File: src/rtl/step_command_generator_if.sv
// step_command_generator_if: raw button inputs, step commands and debounced levels
interface step_command_generator_if;
  logic btn_up;
  logic btn_down;
  logic increment;
  logic decrement;
  logic btn_up_db;
  logic btn_down_db;
  modport master (output btn_up, btn_down, input increment, decrement, btn_up_db, btn_down_db);
  modport slave (input btn_up, btn_down, output increment, decrement, btn_up_db, btn_down_db);
endinterface

File: src/rtl/step_command_generator.sv
// step_command_generator: debounces up/down buttons into single-cycle step pulses with auto-repeat
module step_command_generator #(
  parameter int DEBOUNCE_CYCLES = 4,
  parameter int REPEAT_DELAY    = 16,
  parameter int REPEAT_RATE     = 4
) (
  input logic clk,
  input logic reset,
  step_command_generator_if.slave bus
);
  localparam int MAX_A = DEBOUNCE_CYCLES > REPEAT_DELAY ? DEBOUNCE_CYCLES : REPEAT_DELAY;
  localparam int MAX_P = MAX_A > REPEAT_RATE ? MAX_A : REPEAT_RATE;
  localparam int CW = $clog2(MAX_P) + 1;
  typedef logic [CW-1:0] cnt_t;
  typedef enum logic [1:0] {IDLE, HOLD_UP, HOLD_DOWN, LOCKOUT} state_t;
  logic [1:0] w_raw, r_s1, r_s2, r_db, r_db_prev;
  cnt_t r_dcnt [2];
  state_t r_state, w_state_nx;
  cnt_t r_rcnt, w_rcnt_nx;
  logic r_rep, w_rep_nx, r_inc, r_dec, w_inc_nx, w_dec_nx;
  logic w_up, w_dn, w_up_rise, w_dn_rise, w_own, w_opp, w_due;
  assign w_raw = {bus.btn_down, bus.btn_up};
  // index 0 is the up button, index 1 the down button
  always_ff @(posedge clk or posedge reset) begin
    if (reset) begin
      r_s1 <= '0;
      r_s2 <= '0;
      r_db <= '0;
      r_db_prev <= '0;
      for (int b = 0; b < 2; b++) r_dcnt[b] <= '0;
    end else begin
      r_s1 <= w_raw;
      r_s2 <= r_s1;
      r_db_prev <= r_db;
      for (int b = 0; b < 2; b++) begin
        if (r_s2[b] == r_db[b]) r_dcnt[b] <= '0;
        else if (r_dcnt[b] == cnt_t'(DEBOUNCE_CYCLES)) begin
          r_db[b] <= ~r_db[b];
          r_dcnt[b] <= '0;
        end else r_dcnt[b] <= r_dcnt[b] + 1'b1;
      end
    end
  end
  assign w_up = r_db[0];
  assign w_dn = r_db[1];
  assign w_up_rise = w_up & ~r_db_prev[0];
  assign w_dn_rise = w_dn & ~r_db_prev[1];
  assign w_own = r_state == HOLD_UP ? w_up : w_dn;
  assign w_opp = r_state == HOLD_UP ? w_dn : w_up;
  // r_rcnt holds cycles elapsed since the most recent pulse of the hold
  assign w_due = r_rcnt == (r_rep ? cnt_t'(REPEAT_RATE) : cnt_t'(REPEAT_DELAY));
  always_comb begin
    w_state_nx = r_state;
    w_rcnt_nx = '0;
    w_rep_nx = 1'b0;
    w_inc_nx = 1'b0;
    w_dec_nx = 1'b0;
    case (r_state)
      IDLE:
        if (w_up && w_dn) w_state_nx = LOCKOUT;
        else if (w_up_rise || w_dn_rise) begin
          w_state_nx = w_up_rise ? HOLD_UP : HOLD_DOWN;
          w_inc_nx = w_up_rise;
          w_dec_nx = ~w_up_rise;
          w_rcnt_nx = cnt_t'(1);
        end
      HOLD_UP, HOLD_DOWN:
        if (w_opp) w_state_nx = LOCKOUT;
        else if (!w_own) w_state_nx = IDLE;
        else begin
          w_rep_nx = r_rep | w_due;
          w_rcnt_nx = w_due ? cnt_t'(1) : r_rcnt + 1'b1;
          w_inc_nx = w_due & (r_state == HOLD_UP);
          w_dec_nx = w_due & (r_state == HOLD_DOWN);
        end
      default:
        if (!w_up && !w_dn) w_state_nx = IDLE;
    endcase
  end
  always_ff @(posedge clk or posedge reset) begin
    if (reset) begin
      r_state <= IDLE;
      r_rcnt <= '0;
      r_rep <= 1'b0;
      r_inc <= 1'b0;
      r_dec <= 1'b0;
    end else begin
      r_state <= w_state_nx;
      r_rcnt <= w_rcnt_nx;
      r_rep <= w_rep_nx;
      r_inc <= w_inc_nx;
      r_dec <= w_dec_nx;
    end
  end
  assign bus.increment = r_inc;
  assign bus.decrement = r_dec;
  assign bus.btn_up_db = r_db[0];
  assign bus.btn_down_db = r_db[1];
endmodule

File: src/flat_wrapper.sv
// flat-port wrapper written by rule: the top's interface ports become plain ports
module step_command_generator_flat 
#(
  parameter int DEBOUNCE_CYCLES = 4,
  parameter int REPEAT_DELAY    = 16,
  parameter int REPEAT_RATE     = 4
)
  (clk, reset, bus_btn_up, bus_btn_down, bus_increment, bus_decrement, bus_btn_up_db, bus_btn_down_db);
  step_command_generator_if bus_i ();
  input logic clk;
  input logic reset;
  input wire logic [$bits(bus_i.btn_up)-1:0] bus_btn_up;
  input wire logic [$bits(bus_i.btn_down)-1:0] bus_btn_down;
  output wire logic [$bits(bus_i.increment)-1:0] bus_increment;
  output wire logic [$bits(bus_i.decrement)-1:0] bus_decrement;
  output wire logic [$bits(bus_i.btn_up_db)-1:0] bus_btn_up_db;
  output wire logic [$bits(bus_i.btn_down_db)-1:0] bus_btn_down_db;
  assign bus_i.btn_up = bus_btn_up;
  assign bus_i.btn_down = bus_btn_down;
  assign bus_increment = bus_i.increment;
  assign bus_decrement = bus_i.decrement;
  assign bus_btn_up_db = bus_i.btn_up_db;
  assign bus_btn_down_db = bus_i.btn_down_db;
  step_command_generator #(.DEBOUNCE_CYCLES(DEBOUNCE_CYCLES), .REPEAT_DELAY(REPEAT_DELAY), .REPEAT_RATE(REPEAT_RATE)) u_core (.clk(clk), .reset(reset), .bus(bus_i));
endmodule
File: config.mk
export PLATFORM = sky130hd
export DESIGN_NAME = step_command_generator_flat
export DESIGN_NICKNAME = d
export VERILOG_FILES = /design/src/rtl/step_command_generator_if.sv /design/src/rtl/step_command_generator.sv /design/src/flat_wrapper.sv
export SDC_FILE = /design/constraint.sdc
export NUM_CORES = 1
export LEC_CHECK = 0
export CAP_MARGIN = 10
export CORE_MARGIN = 10
export CORE_UTILIZATION = 55
export DETAILED_ROUTE_END_ITERATION = 8
export GPL_ROUTABILITY_DRIVEN = 0
export GPL_TIMING_DRIVEN = 0
export HOLD_SLACK_MARGIN = 0.05
export PLACE_DENSITY = 0.85
export SYNTH_ARGS = -nofsm -noshare
export SYNTH_HDL_FRONTEND = slang
export SYNTH_SLANG_ARGS = --single-unit
File: constraint.sdc
create_clock -name clk -period 2.5 [get_ports clk]
set_input_delay 0.5 -clock clk [delete_from_list [all_inputs] [get_ports clk]]
set_output_delay 0.5 -clock clk [all_outputs]
set_load 0.01 [all_outputs]
After elaboration in Yosys (flattened, before gate mapping)
Index checks and enable logic that the tools add are counted.

$add $sub $neg: 3. Equal/unequal tests: 9. Muxes and demuxes: 33. Bitwise logic cells: 12. Reduce and logical (&&, ||, !) cells: 11.

Operator list (count): 5-bit two-way mux (9); 5-bit by 1-bit adder with 5-bit output (second input constant) (3); 1-bit two-way mux (14); 2-bit two-way mux (6); 5-bit by 3-bit equality test with 1-bit output (second input constant) (2); 5-bit one-hot mux with 2 select lines (1); 1-bit inverter (7); 5-bit equality test (1); 1-bit bitwise AND (4); 1-bit one-hot mux with 2 select lines (2); 2-bit one-hot mux with 2 select lines (1); 2-bit AND reduction (2); 3-bit by 1-bit inequality test with 1-bit output (second input constant) (1); 3-bit inequality test (second input constant) (1); 3-bit AND reduction (1); 3-bit nonzero test (1); 1-bit equality test (2); 2-bit by 1-bit equality test with 1-bit output (second input constant) (1); 2-bit equality test (second input constant) (1); 1-bit logical AND (2); 1-bit logical NOT (2); 2-bit logical NOT (1); 2-bit OR reduction (1); 1-bit logical OR (1); 1-bit bitwise OR (1).

Flip-flop bits (word level): 28.

Longest topological paths before layout
Word-level depth: 6. Gate-level depth with buffers: 6. Depth with buffers taken out: 6.

Worst setup path after synthesis
Ideal clock, no wire load.

Kind: reg2reg. From: register u_core.r_state[1]. To: register u_core.r_state[0]. Library setup time: 0.125 ns. Arrival: 1.607 ns. Slack: 0.769 ns. Stages on the path, launching flop included: 7. Buffers on the path: 0. Clock period less this slack: 1.731 ns. Path through: dfrtp_1 inv_1 ha_1 and3b_1 o21a_1 a211oi_2 mux2_2.

Longest elaborated chain between the ends: 4. Elaborated cells on any way between the ends: 12. Those cells by class: eq/ne: 4; mux: 4; reduce/logical: 4.

Ends and longest elaborated chain: from (decl) (RTL line step_command_generator.sv:18) `state_t r_state, w_state_nx;`; from (signal assigned) (RTL line step_command_generator.sv:88) `r_state <= w_state_nx;`; 2-bit equality test or 2-bit by 1-bit equality test with 1-bit output (tied branches) (RTL line step_command_generator.sv:58, step_command_generator.sv:48, step_command_generator.sv:49); 2-bit OR reduction (tied with other cells); 3-bit inequality test (no line) (tied with other cells); 3-bit AND reduction (no line) or 2-bit one-hot mux with 2 select lines (tied branches).

Several ways; a longest one is shown, not always the timed one. A chain may end at the register's enable or synchronous reset.

Worst setup path in the final report
Ends and elaborated chain as after synthesis.

==> run metrics <==
clock buffer depth 2; Synth Net Count 139; Initial DRC Count 59; non-filler cells, final 164; Synth Area in XOR/XNOR 0.0708; DR WL/cell 14.1 um; FILL cells 184; kind of end point of the critical path flop; layout cells sized above 1 0.110; CP Cell Sequence inv_1 -> ha_1 -> and3b_1 -> o21a_1 -> a211oi_2 -> mux2_2; Worst setup SP type flop; Async SR Flop Fraction 1.00; Comb pwr share 0.423; critical path depth in cells 6; setup violators final 0; simple-gate share of the synthesized area 0.172; CP delay by family, top compound AO/OA/AOI/OAI gates; CP max stage cell dfrtp_1; capture point of the worst reg-to-reg path u_core.r_state[0]$_DFFE_PP0P_; root buffer cell clkbuf_4; post-route cell area 1500 um2; Avg Inst Size Synth 10.9 um2; HP Class flop to flop; Sequential Power Share 0.434; Final min period 1.98 ns; Final Power 1490 uW; RSZ-0062 raised after global routing false; Layout Nets 151; post-route ant nets 0; CTS resizes 0; pin count of the biggest net entering global routing 29; Synth Area in Adders 0.0919; worst r2r src u_core.r_state[1]$_DFFE_PP0P_; Synth area leaders dfrtp_1 51%, ha_1 9.2%, xor2_1 5.1%, mux2_2 4.1%, nor2_1 4.1%; reg2reg setup slack 0.52 ns; global route hottest layer met2; Clk pwr share 0.143; Pleak 0.000697 uW; post-CTS setup buffers 0; CTS tree built; Slew @ Worst Pin 1.03 ns; Primary FF master, synth dfrtp_1; Cell Rows 17; dpl cell area 1470 um2; gr usage total 0.0994; remaining global-route overflow 0; Final HPWL DP 1750 um; critical path fanouts, max 4; Placed Instances 160; Setup crit start u_core.r_state[1]$_DFFE_PP0P_; initial antenna violation count 0; Synth Cell Area 1360 um2; io pins 8; post-synth top area share 0.515; antenna cells 0; Yosys warning count 0; Die H 69.8 um; Num CTS Buffers 3; r2r worst-path depth 6; Post-synth EDFFs 0; DRT Wirelength 2310 um; Switch Pwr 545 uW; buffer and inverter count on the worst path 1; clk_skew 0.00804 ns; top-count cell post-synth dfrtp_1; register area 701 um2; M3 GR Usage 0.0285; Yosys cell types 31; multi-input logic area 603 um2; critical path class flop to flop; Pins Over Slew Limit 0; Layout Utilization 0.660; mux cell area share after synthesis 0.0414; Compound-Gate Fraction of Synth Area 0.0671; Vias/cell 5.37; via count 881; Max Clock Freq 0.506 GHz; htree depth 1; crit path to u_core.r_state[0]$_DFFE_PP0P_; via count of the first global-routing pass 956; Port Buffers 7; CTS Sinks 28; Critical Path Max Stage Delay 0.43 ns; Critical Path RT 2.72 ns; M1 GR Usage 0.108; switching share of power 0.366; Mapped Cells 125; Post-synth top cells 28 x dfrtp_1, 15 x nor2_1, 11 x inv_1, 10 x ha_1, 8 x xor2_1; global routing usage on met2 0.181; Pint 945 uW; max-cap viol count 0; CTS Hold Buffers Added 0; CP Data Arrival Time 2.20 ns; Pre-antenna DRT Iters 4; first-pass GRT wire length 4210 um; Hold Violations, Final 0; Area Growth Syn to Fin 10.4%; maximum vdd drop 753 uV; largest area contributor in the netlist dfrtp_1; worst skew pair latency 0.32 ns; Die Width 69.8 um; Core Area 2280 um2; Yosys reg bits 28; DRC 0; final period utilization 0.791; pwr dens 992 nW/um2; setup_tns 0 ns; main combinational cell family by area after synthesis simple AND/OR/NAND/NOR gates; worst rel slew slack 0.313; clock-pin slew on the worst setup and hold paths 0.14 ns; Starting Density 0.598; post-synthesis sequential area ratio 0.515; Die Area 4870 um2; outcome finished clean
[cells by family after synthesis]
group / count (synthesis)
buffers and inverters: 14
adder cells (fa/ha/maj): 10
XOR/XNOR: 11
flip-flops: 28
multiplexers: 5
AO/OA/AOI/OAI: 14
AND/OR/NAND/NOR: 43
[placed cells by master, fill, tap and decap left out, types with 2 or more instances in the layout]
cell             Yosys  routed
mux2_2               5       5
xnor2_1              3       3
nand2_1              3       3
nor2b_1              2       2
dfrtp_1             28      28
clkdlybuf4s50_1      0       7
o21ai_0              5       5
nor2_1              15      15
nor3_1               3       3
nand3_1              7       7
ha_1                10      10
a21oi_1              3       3
o21a_1               2       2
inv_1               11      11
nand2b_1             4       4
xor2_1               8       8
clkbuf_4             0       3
[flip-flops by register name (all words and copies together) (netlist names)]
| register | count |
|---|---|
| u_core.bus.decrement | 1 |
| u_core.bus.increment | 1 |
| u_core.r_db | 2 |
| u_core.r_db_prev | 2 |
| u_core.r_dcnt | 10 |
| u_core.r_rcnt | 5 |
| u_core.r_rep | 1 |
| u_core.r_s1 | 2 |
| u_core.r_s2 | 2 |
| u_core.r_state | 2 |
[per-layer routing]
layer | routed length [um] | vias to the layer above
li1 | - | 432
met1 | 969 | 437
met2 | 1250 | 12
met3 | 92 | 0
met4 | 0 | 0
met5 | 0 | -
[power by group through the flow]
stage | Combinational [uW] | Sequential, uW | Clock, uW
after detailed placement | 630 | 657 | 0
after global placement | 595 | 646 | 0
after CTS | 636 | 648 | 224
after global routing | 716 | 665 | 244
final | 631 | 646 | 213
after floorplan | 456 | 645 | 0
[metrics by stage]
step / setup slack, ns / hold slack [ns]
3_3_place_gp: 0.652 / 0.332
5_1_grt: 0.438 / 0.401
4_1_cts: 0.522 / 0.386
3_5_place_dp: 0.555 / 0.349
2_1_floorplan: 0.769 / 0.331
6_report: 0.523 / 0.386
[layout make-up]
type | count | area share
Buffer | 3 | 0.0108
Clock buffer | 4 | 0.0241
Inverter | 11 | 0.0275
Multi-Input combinational cell | 83 | 0.401
Sequential cell | 28 | 0.466
Tap cell | 28 | 0.0233
Timing Repair Buffer | 7 | 0.0466
[how the worst min path moves through the flow]
stage                                        start                  endpoint  slack (ns)  depth (start not counted)
after floorplan           u_core.r_s1[0]$_DFF_PP0_  u_core.r_s2[0]$_DFF_PP0_        0.33                          0
after global placement    u_core.r_s1[1]$_DFF_PP0_  u_core.r_s2[1]$_DFF_PP0_        0.33                          0
after detailed placement  u_core.r_s1[1]$_DFF_PP0_  u_core.r_s2[1]$_DFF_PP0_        0.35                          0
after CTS                 u_core.r_s1[1]$_DFF_PP0_  u_core.r_s2[1]$_DFF_PP0_        0.39                          0
after global routing      u_core.r_s1[1]$_DFF_PP0_  u_core.r_s2[1]$_DFF_PP0_        0.40                          0
final                     u_core.r_s1[1]$_DFF_PP0_  u_core.r_s2[1]$_DFF_PP0_        0.39                          0
(Power assumes the default switching activity.)
